--- src/rtl/fft_sdf_ctrl.sv ---
// rtl/fft_sdf_ctrl.sv - sequencer for a radix-2 DIF single-path delay-feedback FFT pipeline
// Stage enables, butterfly/twiddle control, drain flush and bit-reversed output tagging.
module fft_sdf_ctrl #(
  parameter int LOG2N     = 8,
  parameter int STAGE_LAT = 1
) (
  input  logic                         clk,
  input  logic                         rst,
  input  logic                         in_valid,
  input  logic                         in_sop,
  input  logic                         inv_req,
  output logic                         in_ready,
  output logic                         en,
  output logic                         flush,
  output logic                         inv,
  output logic [LOG2N-1:0]             bf_sel,
  output logic [LOG2N*(LOG2N-1)-1:0]   tw_addr,
  output logic                         out_valid,
  output logic                         out_sop,
  output logic                         out_eop,
  output logic [LOG2N-1:0]             out_idx,
  output logic                         busy,
  output logic                         sop_err
);
  localparam int N  = 1 << LOG2N;
  localparam int L  = N - 1 + LOG2N * STAGE_LAT;
  localparam int LW = LOG2N + 3;
  localparam int AW = LOG2N - 1;
  localparam logic [LW-1:0]    L_V  = LW'(L);
  localparam logic [LOG2N-1:0] LAST = LOG2N'(N - 1);

  typedef enum logic [1:0] {IDLE, RUN, FLUSH} state_t;

  state_t           state, state_nx;
  logic [LOG2N-1:0] ecnt;
  logic [LOG2N-1:0] out_cnt;
  logic [LW-1:0]    lat_cnt;
  logic [3:0]       fin, fout;
  logic             inv_q;
  logic             last_frame;

  assign last_frame = ((fout + 4'd1) == fin);

  always_comb begin
    state_nx  = state;
    in_ready  = 1'b0;
    en        = 1'b0;
    flush     = 1'b0;
    sop_err   = 1'b0;
    out_valid = 1'b0;
    out_sop   = 1'b0;
    out_eop   = 1'b0;
    if (!rst) begin
      case (state)
        IDLE: begin
          in_ready = 1'b1;
          en       = in_valid & in_sop;
          if (en) state_nx = RUN;
        end
        RUN: begin
          if (ecnt != '0) begin
            in_ready = 1'b1;
            en       = in_valid;
            sop_err  = in_valid & in_sop;
          end else begin
            // Back-to-back frame only if it starts cleanly with the same direction
            in_ready = in_valid & in_sop & (inv_req == inv_q);
            en       = in_ready;
            if (!in_ready) state_nx = FLUSH;
          end
        end
        FLUSH: begin
          en    = 1'b1;
          flush = 1'b1;
        end
        default: state_nx = IDLE;
      endcase
      out_valid = en & (lat_cnt == L_V) & (fout != fin);
      out_sop   = out_valid & (out_cnt == '0);
      out_eop   = out_valid & (out_cnt == LAST);
      if (state == FLUSH && out_eop && last_frame) state_nx = IDLE;
    end
  end

  always_ff @(posedge clk) begin
    if (rst) begin
      state   <= IDLE;
      ecnt    <= '0;
      out_cnt <= '0;
      lat_cnt <= '0;
      fin     <= '0;
      fout    <= '0;
      inv_q   <= 1'b0;
    end else begin
      state <= state_nx;
      if (state == IDLE) begin
        if (en) begin
          inv_q   <= inv_req;
          ecnt    <= LOG2N'(1);
          lat_cnt <= LW'(1);
          fin     <= 4'd1;
          fout    <= 4'd0;
          out_cnt <= '0;
        end
      end else if (en) begin
        // Park ecnt at 0 on drain completion so the next burst's first sample sees count 0
        ecnt <= (state_nx == IDLE) ? '0 : ecnt + LOG2N'(1);
        if (lat_cnt != L_V) lat_cnt <= lat_cnt + LW'(1);
        if (state == RUN && ecnt == '0) fin <= fin + 4'd1;
        if (out_valid) out_cnt <= out_cnt + LOG2N'(1);
        if (out_eop) fout <= fout + 4'd1;
      end
    end
  end

  for (genvar s = 0; s < LOG2N; s++) begin : g_stage
    localparam int OFF = N - (1 << (LOG2N - s)) + s * STAGE_LAT;
    localparam logic [LOG2N-1:0] OFF_V = LOG2N'(OFF);
    localparam logic [LOG2N-1:0] MASK  = LOG2N'((1 << (LOG2N - 1 - s)) - 1);
    logic [LOG2N-1:0] sc;
    assign sc = ecnt - OFF_V;
    assign bf_sel[s] = sc[LOG2N-1-s] & ~rst;
    assign tw_addr[s*AW +: AW] = rst ? '0 : AW'((sc & MASK) << s);
  end

  always_comb begin
    out_idx = '0;
    for (int i = 0; i < LOG2N; i++) out_idx[i] = out_cnt[LOG2N-1-i] & ~rst;
  end

  assign inv  = inv_q & ~rst;
  assign busy = (state != IDLE) & ~rst;

endmodule

--- config.mk ---
export PLATFORM = sky130hd
export DESIGN_NAME = fft_sdf_ctrl
export DESIGN_NICKNAME = d
export VERILOG_FILES = /design/src/rtl/fft_sdf_ctrl.sv
export SDC_FILE = /design/constraint.sdc
export NUM_CORES = 1
export LEC_CHECK = 0
export ABC_AREA = 1
export CAP_MARGIN = 20
export CELL_PAD_IN_SITES_DETAIL_PLACEMENT = 1
export CELL_PAD_IN_SITES_GLOBAL_PLACEMENT = 2
export CORE_ASPECT_RATIO = 0.8
export CORE_UTILIZATION = 25
export CTS_CLUSTER_DIAMETER = 50
export DETAILED_ROUTE_END_ITERATION = 8
export DONT_BUFFER_PORTS = 1
export PLACE_DENSITY_LB_ADDON = 0.1
export SYNTH_ARGS = -nofsm -noshare
export SYNTH_HDL_FRONTEND = slang
export SYNTH_SLANG_ARGS = --single-unit
--- constraint.sdc ---
create_clock -name clk -period 2.4 [get_ports clk]
set_clock_uncertainty 0.2 [all_clocks]
set_input_delay 0.36 -clock clk [delete_from_list [all_inputs] [get_ports clk]]
set_output_delay 0.36 -clock clk [all_outputs]
set_load 0.01 [all_outputs]
-- Yosys cells after proc, flatten, opt, wreduce, memory -nomap -nowiden
Index checks and enable logic that the tools add are counted.
- mux-type cells: 48
- eq/ne operators: 8
- reduce and logical (&&, ||, !) cells: 18
- $add $sub $neg: 12
- bitwise logic cells: 25
- operator list (operator ; count):
    8-bit two-way mux ; 8
    7-bit two-way mux ; 7
    11-bit two-way mux ; 4
    4-bit two-way mux ; 8
    1-bit bitwise AND ; 24
    8-bit by 1-bit adder with 8-bit output, second input constant ; 2
    8-bit zero test ; 2
    1-bit two-way mux ; 13
    11-bit by 1-bit adder with 11-bit output, second input constant ; 1
    11-bit by 9-bit equality test with 1-bit output, second input constant ; 1
    11-bit by 9-bit inequality test with 1-bit output, second input constant ; 1
    2-bit two-way mux ; 5
    2-bit AND reduction ; 5
    2-bit nonzero test ; 5
    4-bit by 1-bit adder with 4-bit output, second input constant ; 2
    8-bit equality test, second input constant ; 1
    8-bit nonzero test ; 1
    7-bit by 1-bit subtractor with 7-bit output, second input constant ; 1
    2-bit case mux with 3 select lines ; 1
    6-bit by 2-bit subtractor with 6-bit output, second input constant ; 1
    5-bit by 2-bit subtractor with 5-bit output, second input constant ; 1
    4-bit equality test ; 1
    2-bit zero test ; 2
    4-bit inequality test ; 1
    11 further kinds ; 13
- output and inout bits: 81
- register bits: 38
- word-level logic and storage cells: 118

-- Longest topological paths before layout
- word-level depth: 16
- gate-level depth with buffers: 15
- mapped depth without buffers: 14

-- Worst setup path after synthesis
Ideal clock, no wire load.
- path kind: register to output
- start point: register ecnt[2]
- end point: output port out_sop
- slack: 131 ps
- data required time: 1840 ps
- arrival time: 1709 ps
- cell stages (with the launch flop): 11
- path through: dfxtp_1 inv_1 ha_1 nand2_1 nor2_1 nand2_4 nand2_1 nand3_4 nand2_8 nand3b_4 nor3_1
- word-level cells in the longest chain between the ends: 8
- RTL lines (element ; RTL line ; RTL):
    from (decl) ; 35 ; logic [LOG2N-1:0] ecnt;
    from (signal assigned) ; 107 ; ecnt <= (state_nx == IDLE) ? '0 : ecnt + LOG2N'(1);
    8-bit nonzero test ; 61 ; if (ecnt != '0) begin
    1-bit two-way mux ; 61 ;
    1-bit case mux with 3 select lines ; 54 ; case (state)
    1-bit two-way mux ; 53 ; if (!rst) begin
    1-bit bitwise AND (2 in series) ; 78 ; out_valid = en & (lat_cnt == L_V) & (fout != fin);
    1-bit bitwise AND ; 79 ; out_sop = out_valid & (out_cnt == '0);
    1-bit two-way mux ; 53 ;
    to (decl) ; 19 ; output logic out_sop,
Every way passes these cells. The select of a mux whose other input is x is not followed.

-- Final worst setup path
- start point: register ecnt[3]
- end point: output port out_valid
- word-level cells in the longest chain between the ends: 7
- RTL lines (element ; RTL line ; RTL):
    8-bit nonzero test ; 61 ;
    1-bit two-way mux ; 61 ;
    1-bit case mux with 3 select lines ; 54 ;
    1-bit two-way mux ; 53 ;
    1-bit bitwise AND (2 in series) ; 78 ;
    1-bit two-way mux ; 53 ;
    to (decl) ; 18 ; output logic out_valid,
Every way passes these cells. The select of a mux whose other input is x is not followed.

==> reports/qor.csv <==
stage;metric;value;unit
timing;worst_slew_pin_slew;863;ps
power_and_ir_drop;clkPwrFrac;41.0;%
clock_network;cts-root-buf;clkbuf_16;
synth;post_synth.cell_area_avg;6.32;sq um
cells_and_area;final_common_cell;nand2_1;
placement;hpwl;7750;um
timing;fmax;427;MHz
global_routing;grt_start_max_net_pins;37;
power_and_ir_drop;p_leak;1.52;nW
power_and_ir_drop;netSwitchingPower;0.000535;W
floorplan;start_util;25.9;%
cells_and_area;mostFrequentLayoutCells;nand2_1, nor2_1, inv_1;
synth;synthFlopType;dfxtp_1;
status;status;finished clean;
global_routing;antenna_found_initial;0;
critical_path;r2r_slack;230;ps
timing;tns;0;ps
floorplan;die_h;103;um
routing;dr.first_iter.drc_count;85;
critical_path;rr_startpoint;ecnt[3]$_SDFFE_PP0P_;
critical_path;worstSetupPathType;reg -> out;
floorplan;fp.dieW;128;um
routing;routedWlPerCell;14.6;um
power_and_ir_drop;pwr-share-comb;20.1;%
placement;dp.cells;677;
global_routing;grt_pass1_wl;16500;um
placement;gp_congestion;0.764;
critical_path;crit_fanout;5;
routing;first_pass_iters;4;
power_and_ir_drop;vdd_drop_max;0.000242;V
synth;syn-instance-count;504;
clock_network;cts_tree;done;
clock_network;cts_buffer_depth;2;
cells_and_area;fin_nets;536;
power_and_ir_drop;p_seq_share;39.0;%
global_routing;grt_usage;16.2;%
hold_path;worstHoldPathType;in -> reg;
cells_and_area;diodes;0;
cells_and_area;design_area;3550;sq um
timing;rsz0062_at_grt;yes;
timing;setup_viol;0;
hold_path;min_path_cells;3;
routing;viasPerCell;4.49;
routing;route.detailed.drc;0;
synth;synth.distinct_cells;34;
placement;place_area;3330;sq um
floorplan;ios;86;
critical_path;rr_worst_depth;13;
cells_and_area;area_delta_synth_final;11.5;%
global_routing;overflow;0;
cells_and_area;drive_above_1_share;13.7;%
routing;ant_nets;0;
synth;syn_area;3180;sq um
critical_path;cp_cell_sequence;inv_1 -> ha_4 -> nand2_1 -> nor2_2 -> nand2_4 -> nand2_2 -> nand3_4 -> nand2_8 -> nand2_4 -> nor2_2 -> buf_4;
clock_network;clk_pin_slew_worst_paths;60;ps
placement;portBuffers;0;
synth;synthArstFlopShare;0;%
power_and_ir_drop;p_int;0.00114;W
cells_and_area;instances_no_fill;688;
clock_network;cts.sinks;38;
run;max_cap_viol_count;0;
timing;final-hold-violation-count;0;
routing;vias;3090;
critical_path;worstSetupStartpointType;flip-flop;
critical_path;max_stage_delay;310;ps
clock_network;clock_latency;290;ps
critical_path;crit_slowest_cell;dfxtp_1;
synth;synth-edff-count;0;
timing;maxSlewViolCount;0;
routing;drt-total-wl;10000;um
timing;slew_headroom;42.3;%
hold_path;holdPathEnd;ecnt[5]$_SDFFE_PP0P_;
floorplan;num_rows;36;
synth;ys_ff_latch;38;
power_and_ir_drop;switching_share;31.9;%
critical_path;cp_data_arrival_time;1780;ps
timing;fin_crit;2340;ps
floorplan;coreArea;12300;sq um
critical_path;crit_path_end_kind;primary output;
floorplan;die-area;13200;sq um
global_routing;grt_pass1_vias;3064;
synth;yosysSeqAreaShare;23.9;%
clock_network;htreeDepth;2;
critical_path;rr_endpoint;ecnt[3]$_SDFFE_PP0P_;
clock_network;cts_buffers;5;
critical_path;cp.required;1840;ps
synth;synth_warnings;0;
power_and_ir_drop;power.density;473;nW/um^2
hold_path;worstHoldStart;rst;
timing;final.period_utilization;97.5;%
power by group through the flow:
stage / Combinational (W) / Clock, W / Sequential [W]
5_1_grt: 0.000375 / 0.000753 / 0.000656
4_1_cts: 0.000339 / 0.000723 / 0.000654
6_report: 0.000337 / 0.000688 / 0.000655
3_3_place_gp: 0.000322 / 0 / 0.000668
2_1_floorplan: 0.000294 / 0 / 0.000669
3_5_place_dp: 0.000326 / 0 / 0.000668
logic make-up (layout without fill, tap and decap cells):
| kind of cell | count (synthesis) | count (layout) | synth area share [%] |
|---|---|---|---|
| and+or+nand+nor | 265 | 265 | 38.2 |
| AOI/OAI and AO/OA | 62 | 62 | 9.86 |
| buffers and inverters | 108 | 94 | 18.0 |
| DFF | 38 | 38 | 23.9 |
| other | 1 | 28 | 0.118 |
| adders and majority gates | 15 | 15 | 5.89 |
| xor gates and xnor gates | 15 | 15 | 4.13 |
cells in the mapped netlist, types with 2 or more instances:
master	n	area share, %
nand2_4	4	1.4
ha_1	15	5.9
nand4_1	8	1.6
nor3_1	9	1.4
nor2_2	3	0.59
nand3_4	2	1.1
nand2_1	109	13
xor2_1	15	4.1
nor2_1	75	8.8
nand2_2	2	0.39
inv_1	50	5.9
a21oi_1	29	4.6
inv_2	8	0.94
dfxtp_1	38	24
o21ai_0	18	2.8
clkbuf_1	7	0.83
buf_4	37	8.7
nand3_1	43	6.8
o21ai_1	14	2.2
nand3b_1	2	0.47
buf_2	3	0.47
registers in the layout, summed over array words and instances (netlist names):
register / cells
lat_cnt: 11
ecnt: 8
out_cnt: 8
fin: 4
fout: 4
state: 2
inv_q: 1
worst max-delay path, delay by kind of cell, from the launching register on:
family                   cells  cell delay [ps]
buffers and inverters        2              250
adder cells (fa/ha/maj)      1              160
flip-flops                   1              310
AND/OR/NAND/NOR              8              760
routing by layer:
| layer | wire (um) | track usage [%] |
|---|---|---|
| met1 | 5260 | 23.0 |
| met2 | 4340 | 25.4 |
| met4 | 54 | 2.81 |
| met5 | 0 | 0 |
| met3 | 385 | 3.27 |
stage by stage:
step	hold slack (ps)	power [W]	setup slack (ps)	utilization (%)
2_1_floorplan	274	0.000963	131	-
3_3_place_gp	239	0.000990	201	27.1
3_5_place_dp	241	0.000994	135	27.1
4_1_cts	47.7	0.00172	7.02	28.7
5_1_grt	52.3	0.00178	-75.2	28.9
6_report	50.4	0.00168	59.6	28.9
cell type report:
class / instances / area (sq um)
Clock buffer: 7 / 143
Clock inverter: 1 / 5.00
Fill cell: 1582 / 8750
Inverter: 59 / 226
Multi-Input combinational cell: 385 / 2000
Sequential cell: 38 / 762
Tap cell: 171 / 214
Timing Repair Buffer: 27 / 205
what timing repair did:
item | CTS | global route
endpoints found under the hold margin | 16 | 0
pin swaps | 3 | 2
setup endpoints to repair | 4 | 6
resized for setup | 9 | 6
setup buffers | 2 | 0
hold buffers | 1 | 0
worst max-delay path by stage:
| stage | end | startpoint | depth (start not counted) | slack (ps) |
|---|---|---|---|---|
| 5_1_grt | out_sop | ecnt[1]$_SDFFE_PP0P_ | 11 | -80 |
| 6_report | out_valid | ecnt[3]$_SDFFE_PP0P_ | 11 | 60 |
| 3_3_place_gp | out_valid | ecnt[2]$_SDFFE_PP0P_ | 11 | 200 |
| 3_5_place_dp | out_valid | ecnt[2]$_SDFFE_PP0P_ | 11 | 130 |
| 4_1_cts | out_sop | ecnt[3]$_SDFFE_PP0P_ | 11 | 7 |
| 2_1_floorplan | out_sop | ecnt[2]$_SDFFE_PP0P_ | 10 | 130 |
No activity file was read; power rests on OpenSTA's default activity.
